**config.mk**
```make
export PLATFORM = sky130hd
export DESIGN_NAME = operand_pair_fifo_flat
export DESIGN_NICKNAME = d
export VERILOG_FILES = /design/src/rtl/operand_pkg.sv /design/src/rtl/operand_pair_fifo_if.sv /design/src/rtl/handshake_hold_checker.sv /design/src/rtl/operand_pair_fifo.sv /design/src/flat_wrapper.sv
export SDC_FILE = /design/constraint.sdc
export NUM_CORES = 1
export LEC_CHECK = 0
export CORE_MARGIN = 1
export CORE_UTILIZATION = 30
export CTS_BUF_LIST = sky130_fd_sc_hd__clkbuf_4 sky130_fd_sc_hd__clkbuf_8
export DETAILED_ROUTE_END_ITERATION = 6
export GPL_TIMING_DRIVEN = 1
export PLACE_DENSITY = 0.52
export SYNTH_ARGS = -nofsm -noshare
export SYNTH_HDL_FRONTEND = slang
export SYNTH_SLANG_ARGS = --single-unit
export TNS_END_PERCENT = 5
```
**constraint.sdc**
```tcl
create_clock -name CLK -period 3.1 [get_ports CLK]
set_input_delay 0.93 -clock CLK [delete_from_list [all_inputs] [get_ports CLK]]
set_output_delay 0.93 -clock CLK [all_outputs]
set_load 0.1 [all_outputs]
```
**src/rtl/operand_pkg.sv**
```systemverilog
// Shared operand types and sizing helpers for the operand-pair buffering path.
package operand_pkg;

    parameter int OPERAND_WIDTH = 4;

    typedef struct packed {
        logic [OPERAND_WIDTH-1:0] in1;
        logic [OPERAND_WIDTH-1:0] in2;
    } operand_pair_t;

    function automatic int cnt_width(input int depth);
        return $clog2(depth) + 1;
    endfunction

endpackage

```
**src/rtl/operand_pair_fifo_if.sv**
```systemverilog
// Enqueue/dequeue handshake bundle plus status for the operand pair FIFO.
interface operand_pair_fifo_if
    import operand_pkg::*;
#(
    parameter int WIDTH = OPERAND_WIDTH,
    parameter int DEPTH = 4
);
    localparam int CNT_W = cnt_width(DEPTH);

    logic             enq_valid;
    logic             enq_ready;
    logic [WIDTH-1:0] enq_in1;
    logic [WIDTH-1:0] enq_in2;
    logic             deq_valid;
    logic             deq_ready;
    logic [WIDTH-1:0] deq_in1;
    logic [WIDTH-1:0] deq_in2;
    logic [CNT_W-1:0] count;
    logic             protocol_err;

    modport master (
        output enq_valid, enq_in1, enq_in2, deq_ready,
        input  enq_ready, deq_valid, deq_in1, deq_in2, count, protocol_err
    );

    modport slave (
        input  enq_valid, enq_in1, enq_in2, deq_ready,
        output enq_ready, deq_valid, deq_in1, deq_in2, count, protocol_err
    );

endinterface

```
**src/rtl/handshake_hold_checker.sv**
```systemverilog
// Sticky detector for a producer that drops valid or changes data while stalled.
module handshake_hold_checker #(
    parameter int DATA_W = 8
) (
    input  logic              CLK,
    input  logic              RESET,
    input  logic              valid,
    input  logic              ready,
    input  logic [DATA_W-1:0] data,
    output logic              err
);

    logic              stall_r;
    logic [DATA_W-1:0] held_r;
    logic              err_r;
    logic              violation_s;

    // Compare this cycle's offer against the one that stalled last cycle.
    always_comb begin
        violation_s = 1'b0;
        if (stall_r) begin
            violation_s = ~valid | (data != held_r);
        end else begin
            violation_s = 1'b0;
        end
    end

    // Stall tracking, held-data capture and sticky error flag.
    always_ff @(posedge CLK) begin
        if (RESET) begin
            stall_r <= 1'b0;
            held_r  <= {DATA_W{1'b0}};
            err_r   <= 1'b0;
        end else begin
            stall_r <= valid & ~ready;
            if (valid & ~ready) begin
                held_r <= data;
            end
            err_r <= err_r | violation_s;
        end
    end

    assign err = err_r;

endmodule

```
**src/rtl/operand_pair_fifo.sv**
```systemverilog
// Circular-buffer FIFO of {in1, in2} pairs with occupancy count and an
// upstream hold-violation flag; outputs depend on stored state only.
module operand_pair_fifo
    import operand_pkg::*;
#(
    parameter int WIDTH = OPERAND_WIDTH,
    parameter int DEPTH = 4
) (
    input  logic             CLK,
    input  logic             RESET,
    operand_pair_fifo_if.slave bus
);

    localparam int PTR_W = $clog2(DEPTH);
    localparam int CNT_W = cnt_width(DEPTH);
    localparam logic [CNT_W-1:0] FULL_CNT = CNT_W'(DEPTH);

    if (DEPTH < 2 || (DEPTH & (DEPTH - 1)) != 0) begin : g_depth_check
        $error("operand_pair_fifo: DEPTH must be a power of two >= 2");
    end

    logic [2*WIDTH-1:0] mem_r [DEPTH];
    logic [PTR_W-1:0]   wr_ptr_r;
    logic [PTR_W-1:0]   rd_ptr_r;
    logic [CNT_W-1:0]   count_r;
    logic               enq_ready_s;
    logic               deq_valid_s;
    logic               enq_s;
    logic               deq_s;
    logic [2*WIDTH-1:0] head_s;
    logic               err_s;

    // Handshake qualifiers and head presentation; the head reads as zero when empty.
    always_comb begin
        enq_ready_s = (count_r != FULL_CNT);
        deq_valid_s = (count_r != {CNT_W{1'b0}});
        enq_s       = bus.enq_valid & enq_ready_s;
        deq_s       = deq_valid_s & bus.deq_ready;
        if (deq_valid_s) begin
            head_s = mem_r[rd_ptr_r];
        end else begin
            head_s = {2*WIDTH{1'b0}};
        end
    end

    // Drive the interface outputs.
    always_comb begin
        bus.enq_ready    = enq_ready_s;
        bus.deq_valid    = deq_valid_s;
        bus.deq_in1      = head_s[2*WIDTH-1:WIDTH];
        bus.deq_in2      = head_s[WIDTH-1:0];
        bus.count        = count_r;
        bus.protocol_err = err_s;
    end

    // Pair storage; deliberately left unreset since count gates visibility.
    always_ff @(posedge CLK) begin
        if (enq_s && !RESET) begin
            mem_r[wr_ptr_r] <= {bus.enq_in1, bus.enq_in2};
        end
    end

    // Pointers wrap naturally at DEPTH; count tracks the net enq/deq balance.
    always_ff @(posedge CLK) begin
        if (RESET) begin
            wr_ptr_r <= {PTR_W{1'b0}};
            rd_ptr_r <= {PTR_W{1'b0}};
            count_r  <= {CNT_W{1'b0}};
        end else begin
            if (enq_s) begin
                wr_ptr_r <= wr_ptr_r + PTR_W'(1);
            end
            if (deq_s) begin
                rd_ptr_r <= rd_ptr_r + PTR_W'(1);
            end
            case ({enq_s, deq_s})
                2'b10:   count_r <= count_r + CNT_W'(1);
                2'b01:   count_r <= count_r - CNT_W'(1);
                default: count_r <= count_r;
            endcase
        end
    end

    handshake_hold_checker #(
        .DATA_W (2*WIDTH)
    ) u_hold_checker (
        .CLK   (CLK),
        .RESET (RESET),
        .valid (bus.enq_valid),
        .ready (enq_ready_s),
        .data  ({bus.enq_in1, bus.enq_in2}),
        .err   (err_s)
    );

endmodule

```
**src/flat_wrapper.sv**
```systemverilog
// flat-port wrapper written by rule: the top's interface ports become plain ports
module operand_pair_fifo_flat import operand_pkg::*;
#(
    parameter int WIDTH = OPERAND_WIDTH,
    parameter int DEPTH = 4
)
  (CLK, RESET, bus_enq_valid, bus_enq_in1, bus_enq_in2, bus_deq_ready, bus_enq_ready, bus_deq_valid, bus_deq_in1, bus_deq_in2, bus_count, bus_protocol_err);
  operand_pair_fifo_if #(.WIDTH(WIDTH), .DEPTH(DEPTH)) bus_i ();
  input  logic CLK;
  input  logic RESET;
  input wire logic [$bits(bus_i.enq_valid)-1:0] bus_enq_valid;
  input wire logic [$bits(bus_i.enq_in1)-1:0] bus_enq_in1;
  input wire logic [$bits(bus_i.enq_in2)-1:0] bus_enq_in2;
  input wire logic [$bits(bus_i.deq_ready)-1:0] bus_deq_ready;
  output wire logic [$bits(bus_i.enq_ready)-1:0] bus_enq_ready;
  output wire logic [$bits(bus_i.deq_valid)-1:0] bus_deq_valid;
  output wire logic [$bits(bus_i.deq_in1)-1:0] bus_deq_in1;
  output wire logic [$bits(bus_i.deq_in2)-1:0] bus_deq_in2;
  output wire logic [$bits(bus_i.count)-1:0] bus_count;
  output wire logic [$bits(bus_i.protocol_err)-1:0] bus_protocol_err;
  assign bus_i.enq_valid = bus_enq_valid;
  assign bus_i.enq_in1 = bus_enq_in1;
  assign bus_i.enq_in2 = bus_enq_in2;
  assign bus_i.deq_ready = bus_deq_ready;
  assign bus_enq_ready = bus_i.enq_ready;
  assign bus_deq_valid = bus_i.deq_valid;
  assign bus_deq_in1 = bus_i.deq_in1;
  assign bus_deq_in2 = bus_i.deq_in2;
  assign bus_count = bus_i.count;
  assign bus_protocol_err = bus_i.protocol_err;
  operand_pair_fifo #(.WIDTH(WIDTH), .DEPTH(DEPTH)) u_core (.CLK(CLK), .RESET(RESET), .bus(bus_i));
endmodule
```
==> summary.txt <==
STA
  – Final period util: about 90%
  – Min Tclk post-route: roughly 2.9 ns
  – Setup violations, final: 0
  – Relative slew margins: 37.7%
  – Slew Limit Fails: 0
  – Slew @ Worst Pin: slightly above 0.9 ns
  – Clock Skews: 0.00418 ns
  – Hold Vio Cnt, Final: 0
  – Max Freq: between 300 and 400 MHz
  – RSZ-0062 raised after global routing: false

CTS
  – Skew-Pair Late Insertion Delay: 0.29 ns
  – Post-cts sizing count: 0
  – CTS Buffer Depth: 2
  – Clock sink count: 51
  – CTS clock-pin slew for the worst setup and hold paths: around 0.090 ns
  – CTS tree: yes
  – H-tree levels: 2
  – Cts hold-fix bufs: 0
  – Clock root cell: clkbuf_8
  – Post CTS Setup Buffer Count: 0
  – CTS Buf Count: 5

Logic synthesis
  – Main flop type after synthesis: edfxtp_1
  – Ranking of synthesized cells by area: edfxtp_1 45%, dfxtp_1 18%, mux4_2 8.4%
  – Commonest cells in the synthesized netlist: 32 x edfxtp_1, 19 x dfxtp_1, 17 x nand2_1, 12 x a21oi_1, 12 x xor2_1
  – Synth Cell Area: roughly 0.0021 sq mm
  – Ys async rst share: 0%
  – XOR/XNOR share of the synthesized area: approximately 4.9%
  – Synth Instances: between 150 and 200
  – Largest family of logic cells by synthesized area: simple AND/OR/NAND/NOR gates
  – Multiplexer area fraction after synthesis: 8.42%
  – Yosys top cell area share: 44.9%
  – EDFF count, synth: 32
  – Syn nets: about 180
  – Unique masters post-synth: 29
  – Synthesized flop and latch total: 51
  – Mapped Avg Cell Area: around 13 sq um
  – Compound-Gate Fraction of Synth Area: under 10%
  – Sequential share of the synthesized area: approximately 63%
  – Cell taking the most area after synthesis: edfxtp_1
  – Post-Synth Adder-Cell Area: between 3 and 4%
  – Count leader, synth: edfxtp_1
  – Post-synthesis simple-gate area fraction: approximately an eighth
  – Syn. warnings: 0

Critical path
  – CP arrival: approximately 1.9 ns
  – Reg2Reg Depth: 9
  – Reg2reg setup slack: roughly 0.86 ns
  – Setup crit start kind: register
  – Reg-to-reg startpoint: u_core.bus.count[1]$_SDFFE_PP0P_
  – R2r endpoint: u_core.bus.count[2]$_SDFFE_PP0P_
  – Crit end category: output pin
  – Critical path, cell by cell: mux4_2 > nor2b_2 > buf_12
  – Crit path largest cell delay: ~0.67 ns
  – Cell at the slowest stage of the critical path: dfxtp_1
  – Data required time of the critical path: around 2.2 ns
  – WS Path Type: register to output pin
  – Crit-path max FO: 8

Floorplanning
  – Site Rows: 30
  – Starting Density: a little under a third
  – Total core area: about 0.0068 sq mm
  – Die Ht: 86.5 um
  – Die Area: around 0.0075 sq mm
  – Ports: 26
  – Die Width: about 86 um

Power
  – Internal power: between 1.5 and 2 mW
  – Total power: 2.76 mW
  – Pwr Density: just over 1000 mW/mm^2
  – Switching share of power: between 40 and 50%
  – NetSw: ~1.2 mW
  – Max rail drop VDD: between 0.0007 and 0.0008 V
  – Leak pwr: roughly 0.94 nW
  – Sequential share of power: roughly a third
  – Comb power frac: around 52%
  – Clock network fraction of total power: between 10% and 20%

Global route
  – GRT Util Overall: a little under an eighth
  – Largest net degree at the start of global routing: 19
  – Initial antenna violation count: 0
  – First-pass GRT wire length: approximately 6.5 mm
  – Total congestion overflow: 0
  – Number of global-route vias before repair: between 1000 and 1500

Layout
  – Finished Cell Area: 0.00268 sq mm
  – Layout cells sized above 1: between 20% and 30%
  – Fillers: 689
  – # nets final: between 200 and 250
  – Diode count: 0
  – Area grow syn2layout: 25.2%
  – Fin cells: 283

Worst hold path
  – Type of the most critical hold path: register to register
  – WHS Path Cells: 2
  – HP Start: u_core.u_hold_checker.held_r[7]$_SDFFE_PP0P_
  – Hold endpoint: u_core.u_hold_checker.held_r[7]$_SDFFE_PP0P_

Drt
  – Wire per inst: between 10 and 15 um
  – DRC viols: 0
  – Initial DRC count: 60
  – Pre-antenna DRT Iters: 4
  – Via Count: around 1300
  – Post-Route WL: roughly 4 mm
  – Vias/cell: approximately 4.5
  – Antenna-violating nets left: 0

Placed design
  – DP Area: around 0.0026 sq mm
  – IO Port Bufs: 25
  – Dpl hpwl: ~2.9 mm
  – Post-Place Cells: 276
  – Gpl congestion: 0.710

Run status
  – Status: finished clean

Job
  – Max-Cap Viols: 0
## kinds of logic (layout without fill, tap and decap cells)
logic type                 after synthesis  count (layout)
and+or+nand+nor                         48              48
AOI/OAI and AO/OA                       18              18
xor gates and xnor gates                12              12
buffers and inverters                   16              44
muxes                                    8               8
DFF                                     51              51
adders and majority gates                6               6
## sequential cells by signal, indices dropped and copies added, names as in the netlist, named ones only
name	cells
u_core.rd_ptr_r	2
u_core.wr_ptr_r	2
u_core.mem_r	32
u_core.bus.count	3
u_core.u_hold_checker.stall_r	1
u_core.u_hold_checker.held_r	8
u_core.u_hold_checker.err	1
## per-layer routing
metal | vias to the layer above | wire, um | global-route usage (%)
li1 | 617 | - | -
met5 | - | 0 | 0
met3 | 5 | 142 | 2.76
met4 | 0 | 55 | 5.30
met2 | 27 | 1880 | 18.8
met1 | 616 | 1920 | 15.5
## worst max path at each step
stage                                            end                              from  cells past startpoint  slack, ns
finish                                bus_deq_in1[0]                          register                      3       0.23
global route                          bus_deq_in1[3]                          register                      3        0.1
CTS                                   bus_deq_in1[0]                          register                      3       0.17
detailed placement  u_core.bus.count[2]$_SDFFE_PP0P_                     bus_deq_ready                      9       0.18
global placement    u_core.bus.count[2]$_SDFFE_PP0P_                     bus_deq_ready                      9       0.28
floorplan                             bus_deq_in1[0]  u_core.bus.count[1]$_SDFFE_PP0P_                      2      -0.06
## through the flow
step	TNS [ns]	utilization (%)	setup slack (ns)	hold WS (ns)
final	0	39.2	0.233	0.472
after global routing	0	39.2	0.0956	0.508
after CTS	0	39.2	0.175	0.475
after detailed placement	0	37.7	0.183	0.464
after global placement	0	37.7	0.280	0.454
after floorplan	-0.498	-	-0.0621	0.448
## layout by cell type, fill, tap and decap left out
master           instances
a21oi_1                 12
a311oi_1                 1
and2_1                   4
and4bb_2                 1
buf_12                   8
buf_4                    9
bufinv_16                1
clkbuf_4                 1
clkbuf_8                 5
clkdlybuf4s50_1         11
dfxtp_1                 18
dfxtp_2                  1
edfxtp_1                32
fa_1                     1
ha_1                     5
inv_1                    9
mux4_2                   8
nand2_1                 17
nand3_1                  2
nand4bb_1                1
nor2_1                   8
nor2b_2                  8
nor3_1                   3
nor3_2                   1
nor3b_2                  1
nor4_1                   1
o21ai_0                  3
o311ai_0                 1
o31ai_1                  1
or3_1                    1
xor2_1                  12
## power by group through the flow
stage	sequential [mW]	clock, mW	combinational, mW
3_5_place_dp	0.900	0	1.44
5_1_grt	0.897	0.484	1.49
6_report	0.879	0.447	1.43
2_1_floorplan	0.961	0	0.953
4_1_cts	0.885	0.458	1.44
3_3_place_gp	0.893	0	1.43
## final cells by class
class | instances | area [sq um] | share of cell area (%)
Clock inverter | 1 | 30.0 | 1.12
Tap cell | 96 | 120 | 4.48
Clock buffer | 6 | 76.3 | 2.85
Inverter | 9 | 33.8 | 1.26
Sequential cell | 51 | 1340 | 50.1
Multi-Input combinational cell | 92 | 741 | 27.6
Timing Repair Buffer | 28 | 338 | 12.6
## worst max-delay path: cells and delay by family, from the launching register on
family / cells / cell delay, ns
buffers and inverters: 1 / 0.21
and+or+nand+nor: 1 / 0.18
muxes: 1 / 0.58
DFF: 1 / 0.67
No activity file was read; power rests on OpenSTA's default activity.
